## src/rtl/fwd_hazard_unit_if.sv

```systemverilog
// -----------------------------------------------------------------------------
// fwd_hazard_unit_if
// Bundle between the ID/EX pipeline control and the forwarding/hazard unit.
//   Pipeline -> unit : id_valid, id_rs, id_rt, id_uses_rs, id_uses_rt, id_rd,
//                      id_regwrite, id_memread, ex_flush
//   Unit -> pipeline : fwd_a_sel, fwd_b_sel, stall, pc_write, ifid_write,
//                      stall_cnt (only when HAZ_STALL_CNT_EN is defined)
// Modports: master = pipeline side, slave = fwd_hazard_unit.
// Optional feature macro: HAZ_STALL_CNT_EN (adds the stall_cnt signal).
// -----------------------------------------------------------------------------
interface fwd_hazard_unit_if #(
    parameter int REG_AW = 5,
    parameter int CNT_W  = 32
);
    logic              id_valid;
    logic [REG_AW-1:0] id_rs;
    logic [REG_AW-1:0] id_rt;
    logic              id_uses_rs;
    logic              id_uses_rt;
    logic [REG_AW-1:0] id_rd;
    logic              id_regwrite;
    logic              id_memread;
    logic              ex_flush;
    logic [1:0]        fwd_a_sel;
    logic [1:0]        fwd_b_sel;
    logic              stall;
    logic              pc_write;
    logic              ifid_write;

`ifdef HAZ_STALL_CNT_EN
    logic [CNT_W-1:0]  stall_cnt;

    modport master (
        output id_valid, id_rs, id_rt, id_uses_rs, id_uses_rt, id_rd,
               id_regwrite, id_memread, ex_flush,
        input  fwd_a_sel, fwd_b_sel, stall, pc_write, ifid_write, stall_cnt
    );

    modport slave (
        input  id_valid, id_rs, id_rt, id_uses_rs, id_uses_rt, id_rd,
               id_regwrite, id_memread, ex_flush,
        output fwd_a_sel, fwd_b_sel, stall, pc_write, ifid_write, stall_cnt
    );
`else
    // Counter width only matters when the counter exists.
    localparam int cnt_w_unused = CNT_W;

    modport master (
        output id_valid, id_rs, id_rt, id_uses_rs, id_uses_rt, id_rd,
               id_regwrite, id_memread, ex_flush,
        input  fwd_a_sel, fwd_b_sel, stall, pc_write, ifid_write
    );

    modport slave (
        input  id_valid, id_rs, id_rt, id_uses_rs, id_uses_rt, id_rd,
               id_regwrite, id_memread, ex_flush,
        output fwd_a_sel, fwd_b_sel, stall, pc_write, ifid_write
    );
`endif
endinterface

```

## src/rtl/fwd_hazard_unit.sv

```systemverilog
// -----------------------------------------------------------------------------
// fwd_hazard_unit
// Control end of the EX-stage operand forwarding muxes plus load-use hazard
// detection. Keeps its own shadow copy of the ID/EX, EX/MEM and MEM/WB
// register-usage fields so forwarding selects come from flops only.
//   clk    : pipeline clock, rising edge
//   rst_n  : asynchronous active-low reset
//   bus    : fwd_hazard_unit_if.slave
//            in : id_valid, id_rs, id_rt, id_uses_rs, id_uses_rt, id_rd,
//                 id_regwrite, id_memread, ex_flush
//            out: fwd_a_sel, fwd_b_sel (00 regfile, 01 MEM/WB, 10 EX/MEM),
//                 stall, pc_write, ifid_write, stall_cnt (optional)
// Optional feature macro: HAZ_STALL_CNT_EN -> free-running stall-cycle counter.
// -----------------------------------------------------------------------------
module fwd_hazard_unit #(
    parameter int REG_AW = 5,
    parameter int CNT_W  = 32
) (
    input  logic                 clk,
    input  logic                 rst_n,
    fwd_hazard_unit_if.slave     bus
);

    // ID/EX shadow
    logic [REG_AW-1:0] ex_rs_q;
    logic [REG_AW-1:0] ex_rt_q;
    logic [REG_AW-1:0] ex_rd_q;
    logic              ex_uses_rs_q;
    logic              ex_uses_rt_q;
    logic              ex_regwrite_q;
    logic              ex_memread_q;
    // EX/MEM and MEM/WB shadows: only the destination matters downstream
    logic [REG_AW-1:0] mem_rd_q;
    logic              mem_regwrite_q;
    logic [REG_AW-1:0] wb_rd_q;
    logic              wb_regwrite_q;

    logic              stall_d;
    logic              bubble_d;
    logic              rs_dep;
    logic              rt_dep;

    // Load-use: the load in EX cannot supply data until it reaches MEM/WB,
    // so a dependent instruction in ID must wait one cycle. A taken branch
    // squashes the ID instruction anyway, so it never stalls.
    assign rs_dep   = bus.id_uses_rs && (bus.id_rs == ex_rd_q);
    assign rt_dep   = bus.id_uses_rt && (bus.id_rt == ex_rd_q);
    assign stall_d  = ex_memread_q && (ex_rd_q != '0) && bus.id_valid
                      && (rs_dep || rt_dep) && !bus.ex_flush;
    assign bubble_d = stall_d || bus.ex_flush || !bus.id_valid;

    assign bus.stall      = stall_d;
    assign bus.pc_write   = !stall_d;
    assign bus.ifid_write = !stall_d;

    // Forward selects for operand A (index 0) and B (index 1). The EX/MEM
    // producer is newer than the MEM/WB one, so it is tested first.
    logic [1:0][REG_AW-1:0] ex_src;
    logic [1:0]             ex_uses;
    logic [1:0][1:0]        fwd_sel;

    assign ex_src  = {ex_rt_q, ex_rs_q};
    assign ex_uses = {ex_uses_rt_q, ex_uses_rs_q};

    genvar gi;
    generate
        for (gi = 0; gi < 2; gi++) begin : g_fwd
            logic mem_hit;
            logic wb_hit;
            assign mem_hit = mem_regwrite_q && (mem_rd_q != '0)
                             && (mem_rd_q == ex_src[gi]) && ex_uses[gi];
            assign wb_hit  = wb_regwrite_q && (wb_rd_q != '0)
                             && (wb_rd_q == ex_src[gi]) && ex_uses[gi];
            assign fwd_sel[gi] = mem_hit ? 2'b10 : (wb_hit ? 2'b01 : 2'b00);
        end
    endgenerate

    assign bus.fwd_a_sel = fwd_sel[0];
    assign bus.fwd_b_sel = fwd_sel[1];

    // Shadow pipeline
    always_ff @(posedge clk or negedge rst_n) begin
        if (!rst_n) begin
            ex_rs_q        <= '0;
            ex_rt_q        <= '0;
            ex_rd_q        <= '0;
            ex_uses_rs_q   <= 1'b0;
            ex_uses_rt_q   <= 1'b0;
            ex_regwrite_q  <= 1'b0;
            ex_memread_q   <= 1'b0;
            mem_rd_q       <= '0;
            mem_regwrite_q <= 1'b0;
            wb_rd_q        <= '0;
            wb_regwrite_q  <= 1'b0;
        end else begin
            wb_rd_q        <= mem_rd_q;
            wb_regwrite_q  <= mem_regwrite_q;
            mem_rd_q       <= ex_rd_q;
            mem_regwrite_q <= ex_regwrite_q;
            if (bubble_d) begin
                ex_rs_q       <= '0;
                ex_rt_q       <= '0;
                ex_rd_q       <= '0;
                ex_uses_rs_q  <= 1'b0;
                ex_uses_rt_q  <= 1'b0;
                ex_regwrite_q <= 1'b0;
                ex_memread_q  <= 1'b0;
            end else begin
                ex_rs_q       <= bus.id_rs;
                ex_rt_q       <= bus.id_rt;
                ex_rd_q       <= bus.id_rd;
                ex_uses_rs_q  <= bus.id_uses_rs;
                ex_uses_rt_q  <= bus.id_uses_rt;
                ex_regwrite_q <= bus.id_regwrite;
                ex_memread_q  <= bus.id_memread;
            end
        end
    end

`ifdef HAZ_STALL_CNT_EN
    logic [CNT_W-1:0] stall_cnt_q;
    logic [CNT_W-1:0] stall_cnt_d;

    // Wraps naturally modulo 2^CNT_W.
    assign stall_cnt_d = stall_d ? stall_cnt_q + 1'b1 : stall_cnt_q;

    always_ff @(posedge clk or negedge rst_n) begin
        if (!rst_n) begin
            stall_cnt_q <= '0;
        end else begin
            stall_cnt_q <= stall_cnt_d;
        end
    end

    assign bus.stall_cnt = stall_cnt_q;
`else
    localparam int cnt_w_unused = CNT_W;
`endif

endmodule

```

## src/flat_wrapper.sv

```systemverilog
// flat-port wrapper written by rule: the top's interface ports become plain ports
module fwd_hazard_unit_flat 
#(
    parameter int REG_AW = 5,
    parameter int CNT_W  = 32
)
  (clk, rst_n, bus_id_valid, bus_id_rs, bus_id_rt, bus_id_uses_rs, bus_id_uses_rt, bus_id_rd, bus_id_regwrite, bus_id_memread, bus_ex_flush, bus_fwd_a_sel, bus_fwd_b_sel, bus_stall, bus_pc_write, bus_ifid_write);
  fwd_hazard_unit_if #(.REG_AW(REG_AW), .CNT_W(CNT_W)) bus_i ();
  input  logic clk;
  input  logic rst_n;
  input wire logic [$bits(bus_i.id_valid)-1:0] bus_id_valid;
  input wire logic [$bits(bus_i.id_rs)-1:0] bus_id_rs;
  input wire logic [$bits(bus_i.id_rt)-1:0] bus_id_rt;
  input wire logic [$bits(bus_i.id_uses_rs)-1:0] bus_id_uses_rs;
  input wire logic [$bits(bus_i.id_uses_rt)-1:0] bus_id_uses_rt;
  input wire logic [$bits(bus_i.id_rd)-1:0] bus_id_rd;
  input wire logic [$bits(bus_i.id_regwrite)-1:0] bus_id_regwrite;
  input wire logic [$bits(bus_i.id_memread)-1:0] bus_id_memread;
  input wire logic [$bits(bus_i.ex_flush)-1:0] bus_ex_flush;
  output wire logic [$bits(bus_i.fwd_a_sel)-1:0] bus_fwd_a_sel;
  output wire logic [$bits(bus_i.fwd_b_sel)-1:0] bus_fwd_b_sel;
  output wire logic [$bits(bus_i.stall)-1:0] bus_stall;
  output wire logic [$bits(bus_i.pc_write)-1:0] bus_pc_write;
  output wire logic [$bits(bus_i.ifid_write)-1:0] bus_ifid_write;
  assign bus_i.id_valid = bus_id_valid;
  assign bus_i.id_rs = bus_id_rs;
  assign bus_i.id_rt = bus_id_rt;
  assign bus_i.id_uses_rs = bus_id_uses_rs;
  assign bus_i.id_uses_rt = bus_id_uses_rt;
  assign bus_i.id_rd = bus_id_rd;
  assign bus_i.id_regwrite = bus_id_regwrite;
  assign bus_i.id_memread = bus_id_memread;
  assign bus_i.ex_flush = bus_ex_flush;
  assign bus_fwd_a_sel = bus_i.fwd_a_sel;
  assign bus_fwd_b_sel = bus_i.fwd_b_sel;
  assign bus_stall = bus_i.stall;
  assign bus_pc_write = bus_i.pc_write;
  assign bus_ifid_write = bus_i.ifid_write;
  fwd_hazard_unit #(.REG_AW(REG_AW), .CNT_W(CNT_W)) u_core (.clk(clk), .rst_n(rst_n), .bus(bus_i));
endmodule
```

## config.mk

```make
export PLATFORM = sky130hd
export DESIGN_NAME = fwd_hazard_unit_flat
export DESIGN_NICKNAME = d
export VERILOG_FILES = /design/src/rtl/fwd_hazard_unit_if.sv /design/src/rtl/fwd_hazard_unit.sv /design/src/flat_wrapper.sv
export SDC_FILE = /design/constraint.sdc
export NUM_CORES = 1
export LEC_CHECK = 0
export CAP_MARGIN = 25
export CORE_MARGIN = 2
export CORE_UTILIZATION = 40
export CTS_BUF_LIST = sky130_fd_sc_hd__clkbuf_8
export CTS_CLUSTER_DIAMETER = 120
export CTS_CLUSTER_SIZE = 28
export DETAILED_ROUTE_END_ITERATION = 8
export HOLD_SLACK_MARGIN = 0.05
export PLACE_DENSITY = 0.72
export SYNTH_ARGS = -nofsm -noshare
export SYNTH_HDL_FRONTEND = slang
export SYNTH_SLANG_ARGS = --single-unit
```

## constraint.sdc

```tcl
create_clock -name clk -period 5.9 [get_ports clk]
set_clock_uncertainty 0.2 [all_clocks]
set_input_delay 1.475 -clock clk [delete_from_list [all_inputs] [get_ports clk]]
set_output_delay 1.475 -clock clk [all_outputs]
set_load 0.005 [all_outputs]
```

==> run metrics, run 1 <==
status=finished, final reports clean; # DRC=0; Layout fillers=361; TritonCTS clock tree=built; Fmax=197 MHz; Die Wd=65.4 um; max_slew headroom=74.6%; syn avg cell area=11.3 um2; Max Cap Violations=0; GR Util met1=17.8%; hold depth=0; Reg2Reg Depth=5; die area=4280 um2; critical path required time=4.22 ns; Worst setup EP type=primary output; Total Routing Usage GR=15.8%; dpl cell area=1830 um2; DR pass1 iterations=4; grt peak-use layer=met2; Final Critical Period=5.07 ns; port bufs=29; CP Data Arrival Time=3.39 ns; highest-count cells in the layout ignoring fill and taps=dfrtp_1 (31), clkdlybuf4s50_1 (29), nand2_1 (23); Pleak=0.794 nW; RSZ-0062 raised after global routing=no; Final Routed Wirelength=2900 um; Syn Nets=157; met3 global-route usage=4.28%; Skew-Pair Late Insertion Delay=0.28 ns; number of hold violations in the final report=0; Yosys reg bits=31; H-tree lvl count=2; final setup TNS=0 ns; antenna violation net count after detailed routing=0; Finished Cell Area=1920 um2; Max clock buf depth=2; Initial Utilization=41.5%; P&R area growth vs syn=26.9%; Worst Hold Slack=0.154 ns; Crit Path Class=in -> out; sequential element share of the synthesized area=51.4%; routing usage on met2=28.1%; worst-path maximum fanout=7; VDD IR max=0.000116 V; fin. max-slew vios=0; GR Overflow Total=0; Initial DRC Count=23; Final nets=187; largest area contributor in the netlist=dfrtp_1; clock root cell=clkbuf_8; Antenna diodes=0; GP Congestion=0.794; post-CTS resize count=0; via count=1042; Clk pin slew, worst setup/hold paths=0.06 ns; Synth area leaders=dfrtp_1 (51%), xnor2_1 (13%), a21oi_2 (11%); first-pass GRT wire length=5040 um; PnR worst setup slack=0.831 ns; Period Utilization, post-route=85.9%; startpoint type of the worst setup path=input pin; Die H=65.4 um; post-synth top area share=51.4%; antenna violations before repair=0; yosys warns=0; Post-Syn Area=1510 um2; leading cell type in the layout, fill and taps excluded=dfrtp_1; vias in the first global route=1095; DR WL/cell=13.7 um; TritonCTS Buffers=5; Yosys cell types=22; Setup-failing EPs final=0; Num Clock Sinks=31; Core ar.=3630 um2; Setup Fix Bufs, Post-CTS=0; Hold Crit Class=reg -> reg; P per Cell Area=235 nW/um2; io pins=30; Syn Inst Count=134; largest net degree at the start of global routing=32; vias per std cell=4.92; post-DP HPWL=2240 um; layout cells sized above 1=20.1%; Worst-Margin Slew=0.381 ns; Place WS=0.863 ns; hold buffer count at CTS=0; Row Count=22
==> logic make-up (layout without fill, tap and decap cells) <==
group                  count (synthesis)  count (layout)  synth area share, %
AND/OR/NAND/NOR                       41              41                 13.2
flip-flops                            31              31                 51.4
XOR/XNOR                              30              30                 17.4
AO/OA/AOI/OAI                         23              23                 13.8
buffers and inverters                  9              39                 4.23
==> worst paths after layout <==
kind | start | endpoint | slack [ns]
min | u_core.ex_regwrite_q | u_core.mem_regwrite_q | 0.15
max in group asynchronous | rst_n | u_core.wb_rd_q[0] | 3.83
max reg2reg | u_core.ex_rd_q[3] | u_core.ex_rt_q[4] | 3.94
min in group asynchronous | rst_n | u_core.wb_regwrite_q | 1.39
min reg2reg | u_core.ex_regwrite_q | u_core.mem_regwrite_q | 0.15
max | bus_id_rt[3] | bus_stall | 0.83
==> flip-flops by register name, summed over array words and instances (netlist names) <==
name and count:
u_core.mem_rd_q 5, u_core.ex_rs_q 5, u_core.ex_rt_q 5, u_core.ex_memread_q 1, u_core.ex_regwrite_q 1, u_core.mem_regwrite_q 1, u_core.ex_rd_q 5, u_core.wb_regwrite_q 1
u_core.ex_uses_rs_q 1, u_core.wb_rd_q 5, u_core.ex_uses_rt_q 1
==> synthesized netlist by cell type <==
| cell type | instances |
|---|---|
| nand3b_1 | 1 |
| nand2_1 | 23 |
| o311a_4 | 1 |
| dfrtp_1 | 31 |
| o22ai_1 | 1 |
| o21ai_0 | 1 |
| clkbuf_1 | 1 |
| and3b_2 | 1 |
| or4_1 | 2 |
| xnor2_1 | 22 |
| nor4_1 | 2 |
| a21oi_2 | 19 |
| o21ai_2 | 1 |
| xor2_1 | 8 |
| nor3_1 | 4 |
| or3_1 | 1 |
| nand3_1 | 2 |
| nand4_1 | 4 |
| buf_2 | 3 |
| buf_4 | 3 |
| buf_6 | 2 |
| nor2b_1 | 1 |
==> layer usage <==
metal / routed length, um / share of wire [%] / up-vias
li1: - / - / 504
met1: 1200 / 41 / 502
met2: 1530 / 53 / 32
met3: 151 / 5.2 / 4
met4: 18 / 0.62 / 0
met5: 0 / 0 / -
==> final cells by class <==
type                       count  area [um2]  share of cell area [%]
sequential                    31         776                    40.5
multi-input combinational     94         676                    35.3
timing repair buffer          32         317                    16.5
clock buffer                   6        82.6                    4.31
tap                           48        60.1                    3.14
clock inverter                 1        5.00                   0.261
==> through the flow <==
step	utilization, %	std cells	power [mW]
final	52.7	212	0.450
after CTS	52.7	212	0.456
after global placement	50.0	204	0.287
after detailed placement	50.3	205	0.290
after floorplan	-	134	0.261
after global routing	52.7	212	0.472
==> report_power, final <==
| part | leakage, nW | total (mW) | switching [mW] | internal, mW |
|---|---|---|---|---|
| Sequential | 0.417 | 0.229 | 0.00868 | 0.221 |
| Combinational | 0.330 | 0.0555 | 0.0245 | 0.0310 |
| Clock | 0.0470 | 0.165 | 0.0735 | 0.0913 |
==> worst max-delay path, stage by stage <==
cell             delay, ns
clkdlybuf4s50_1       0.49
xnor2_1               0.13
nand4_1               0.16
o22ai_2               0.39
and3b_2               0.25
clkdlybuf4s50_1       0.49
Power figures use the tool's default switching activity.
==> run 2, diff against run 1 <==
==> constraint.sdc (replaced) <==
create_clock -name clk -period 5.9 [get_ports clk]
set_clock_uncertainty 0.2 [all_clocks]
set_input_delay 1.18 -clock clk [delete_from_list [all_inputs] [get_ports clk]]
set_output_delay 1.18 -clock clk [all_outputs]
set_load 0.005 [all_outputs]
==> run 2 against run 1 <==
Die area unchanged. Critical endpoint unchanged. Largest power group unchanged. Non-clock buffer count unchanged. Utilization up 0.83 points. Sequential share of layout area down 0.63 points.
==> run metrics, run 2 (same netlist as run 1, synthesis figures left out) <==
status=finished, final reports clean; Layout fillers=349 (-3.3%); vias per std cell=4.88 (-0.66%); Crit Path Class=in -> out; layout cells sized above 1=20.6% (+0.48 points); Crit path largest cell delay=0.50 ns (about the same); # DRC=0 (unchanged); P&R area growth vs syn=28.9%; port bufs=29 (unchanged); DR pass1 iterations=4 (unchanged); Finished Cell Area=1950 um2 (+1.6%); Seq. cell area=776 um2 (unchanged); hold depth=0 (unchanged); worst-path maximum fanout=7 (unchanged); leading cell type in the layout, fill and taps excluded=dfrtp_1; highest-count cells in the layout ignoring fill and taps=dfrtp_1 (31), clkdlybuf4s50_1 (29), nand2_1 (23); TritonCTS clock tree=built; Setup-failing EPs final=0 (unchanged); TritonCTS Buffers=5 (unchanged); Setup Fix Bufs, Post-CTS=0 (unchanged); Final nets=187 (unchanged); startpoint type of the worst setup path=input pin; clock root cell=clkbuf_8; Core ar.=3630 um2 (unchanged); largest net degree at the start of global routing=32 (unchanged); Total Routing Usage GR=15.7% (-0.062 points); Clk pin slew, worst setup/hold paths=0.06 ns (about the same); Max Cap Violations=0 (unchanged); Initial Utilization=41.5% (unchanged); Antenna diodes=0 (unchanged); post-CTS resize count=0 (unchanged); dpl cell area=1830 um2 (unchanged); Num Clock Sinks=31 (unchanged); vias in the first global route=1121 (+2.4%); Tot Pwr=0.496 mW (+10%); number of hold violations in the final report=0 (unchanged); Period Utilization, post-route=76.0% (-9.9 points); RSZ-0062 raised after global routing=no; final setup TNS=0 ns (unchanged); Final Routed Wirelength=2910 um (about the same); first-pass GRT wire length=4980 um (-1.1%); fin. max-slew vios=0 (unchanged); Worst path most repeated cell=clkdlybuf4s50_1; Fmax=223 MHz (+13%); GP Congestion=0.794 (unchanged); antenna violations before repair=0 (unchanged); VDD IR max=0.000119 V (+2.5%); hold buffer count at CTS=0 (unchanged); die area=4280 um2 (unchanged); via count=1040 (-0.19%); antenna violation net count after detailed routing=0 (unchanged); Max clock buf depth=2 (unchanged); max_slew headroom=73.4% (-1.2 points); P per Cell Area=255 nW/um2 (+8.6%); Row Count=22 (unchanged); GR Overflow Total=0 (unchanged); Worst-Margin Slew=0.400 ns (+0.0183 ns); Final Critical Period=4.48 ns (-0.586 ns); Skew-Pair Late Insertion Delay=0.28 ns (about the same); Pleak=0.808 nW (+1.8%); critical path required time=4.52 ns (+0.30 ns); Initial DRC Count=35 (+52%); post-DP HPWL=2270 um (+1.2%); Place WS=1.42 ns (+0.554 ns); DR WL/cell=13.6 um (-0.44%); CP max-delay cell=clkdlybuf4s50_1; Multi-input gate area=676 um2 (unchanged); Worst setup EP type=primary output; Hold Crit Class=reg -> reg; Die H=65.4 um (unchanged); Reg2Reg Depth=5 (unchanged); PnR worst setup slack=1.42 ns (+0.586 ns); crit-path cells=clkdlybuf4s50_1 > xnor2_1 > nand4_1 > o22ai_2 > and3b_2 > clkdlybuf4s50_1; io pins=30 (unchanged); Die Wd=65.4 um (unchanged); CP Data Arrival Time=3.10 ns (-0.29 ns); H-tree lvl count=2 (unchanged)
[run 2: where the power goes]
| group | total, mW | leakage, nW | switching, mW | internal [mW] |
|---|---|---|---|---|
| Clock | 0.211 | 0.0612 | 0.0747 | 0.136 |
| Sequential | 0.229 | 0.417 | 0.00871 | 0.221 |
| Combinational | 0.0555 | 0.330 | 0.0245 | 0.0310 |
[run 2: final timing paths]
kind	startpoint	to	slack, ns
max	bus_id_rt[1]	bus_stall	1.42
min	u_core.ex_regwrite_q	u_core.mem_regwrite_q	0.15
max reg2reg	u_core.ex_rd_q[4]	u_core.ex_rt_q[4]	3.98
min reg2reg	u_core.ex_regwrite_q	u_core.mem_regwrite_q	0.15
max in group asynchronous	rst_n	u_core.ex_rt_q[3]	4.13
min in group asynchronous	rst_n	u_core.wb_regwrite_q	1.10
[run 2: area by class of cell]
cell class	instances	share of cell area [%]
Timing Repair Buffer	32	16.3
Clock buffer	6	4.24
Multi-Input combinational cell	94	34.7
Sequential cell	31	39.9
Clock inverter	2	1.80
Tap cell	48	3.09
[run 2: metal layers]
| layer | global-route usage, % | share of wire (%) | vias up |
|---|---|---|---|
| li1 | - | - | 504 |
| met1 | 17.0 | 41 | 498 |
| met2 | 28.8 | 52 | 33 |
| met3 | 4.28 | 4.8 | 5 |
| met4 | 6.25 | 1.8 | 0 |
| met5 | 0 | 0 | - |
[run 2: metrics by stage]
step	cells	hold slack [ns]	utilization, %
final	213	0.151	53.5
after global routing	213	0.157	53.5
after CTS	213	0.154	53.5
after detailed placement	205	0.140	50.3
after global placement	204	0.139	50.0
after floorplan	134	0.131	-
[run 2: worst max-delay path: cells and delay by family]
family | cells | cell delay (ns)
AOI/OAI and AO/OA | 1 | 0.40
xor gates and xnor gates | 1 | 0.13
buffers and inverters | 2 | 1.00
and+or+nand+nor | 2 | 0.39
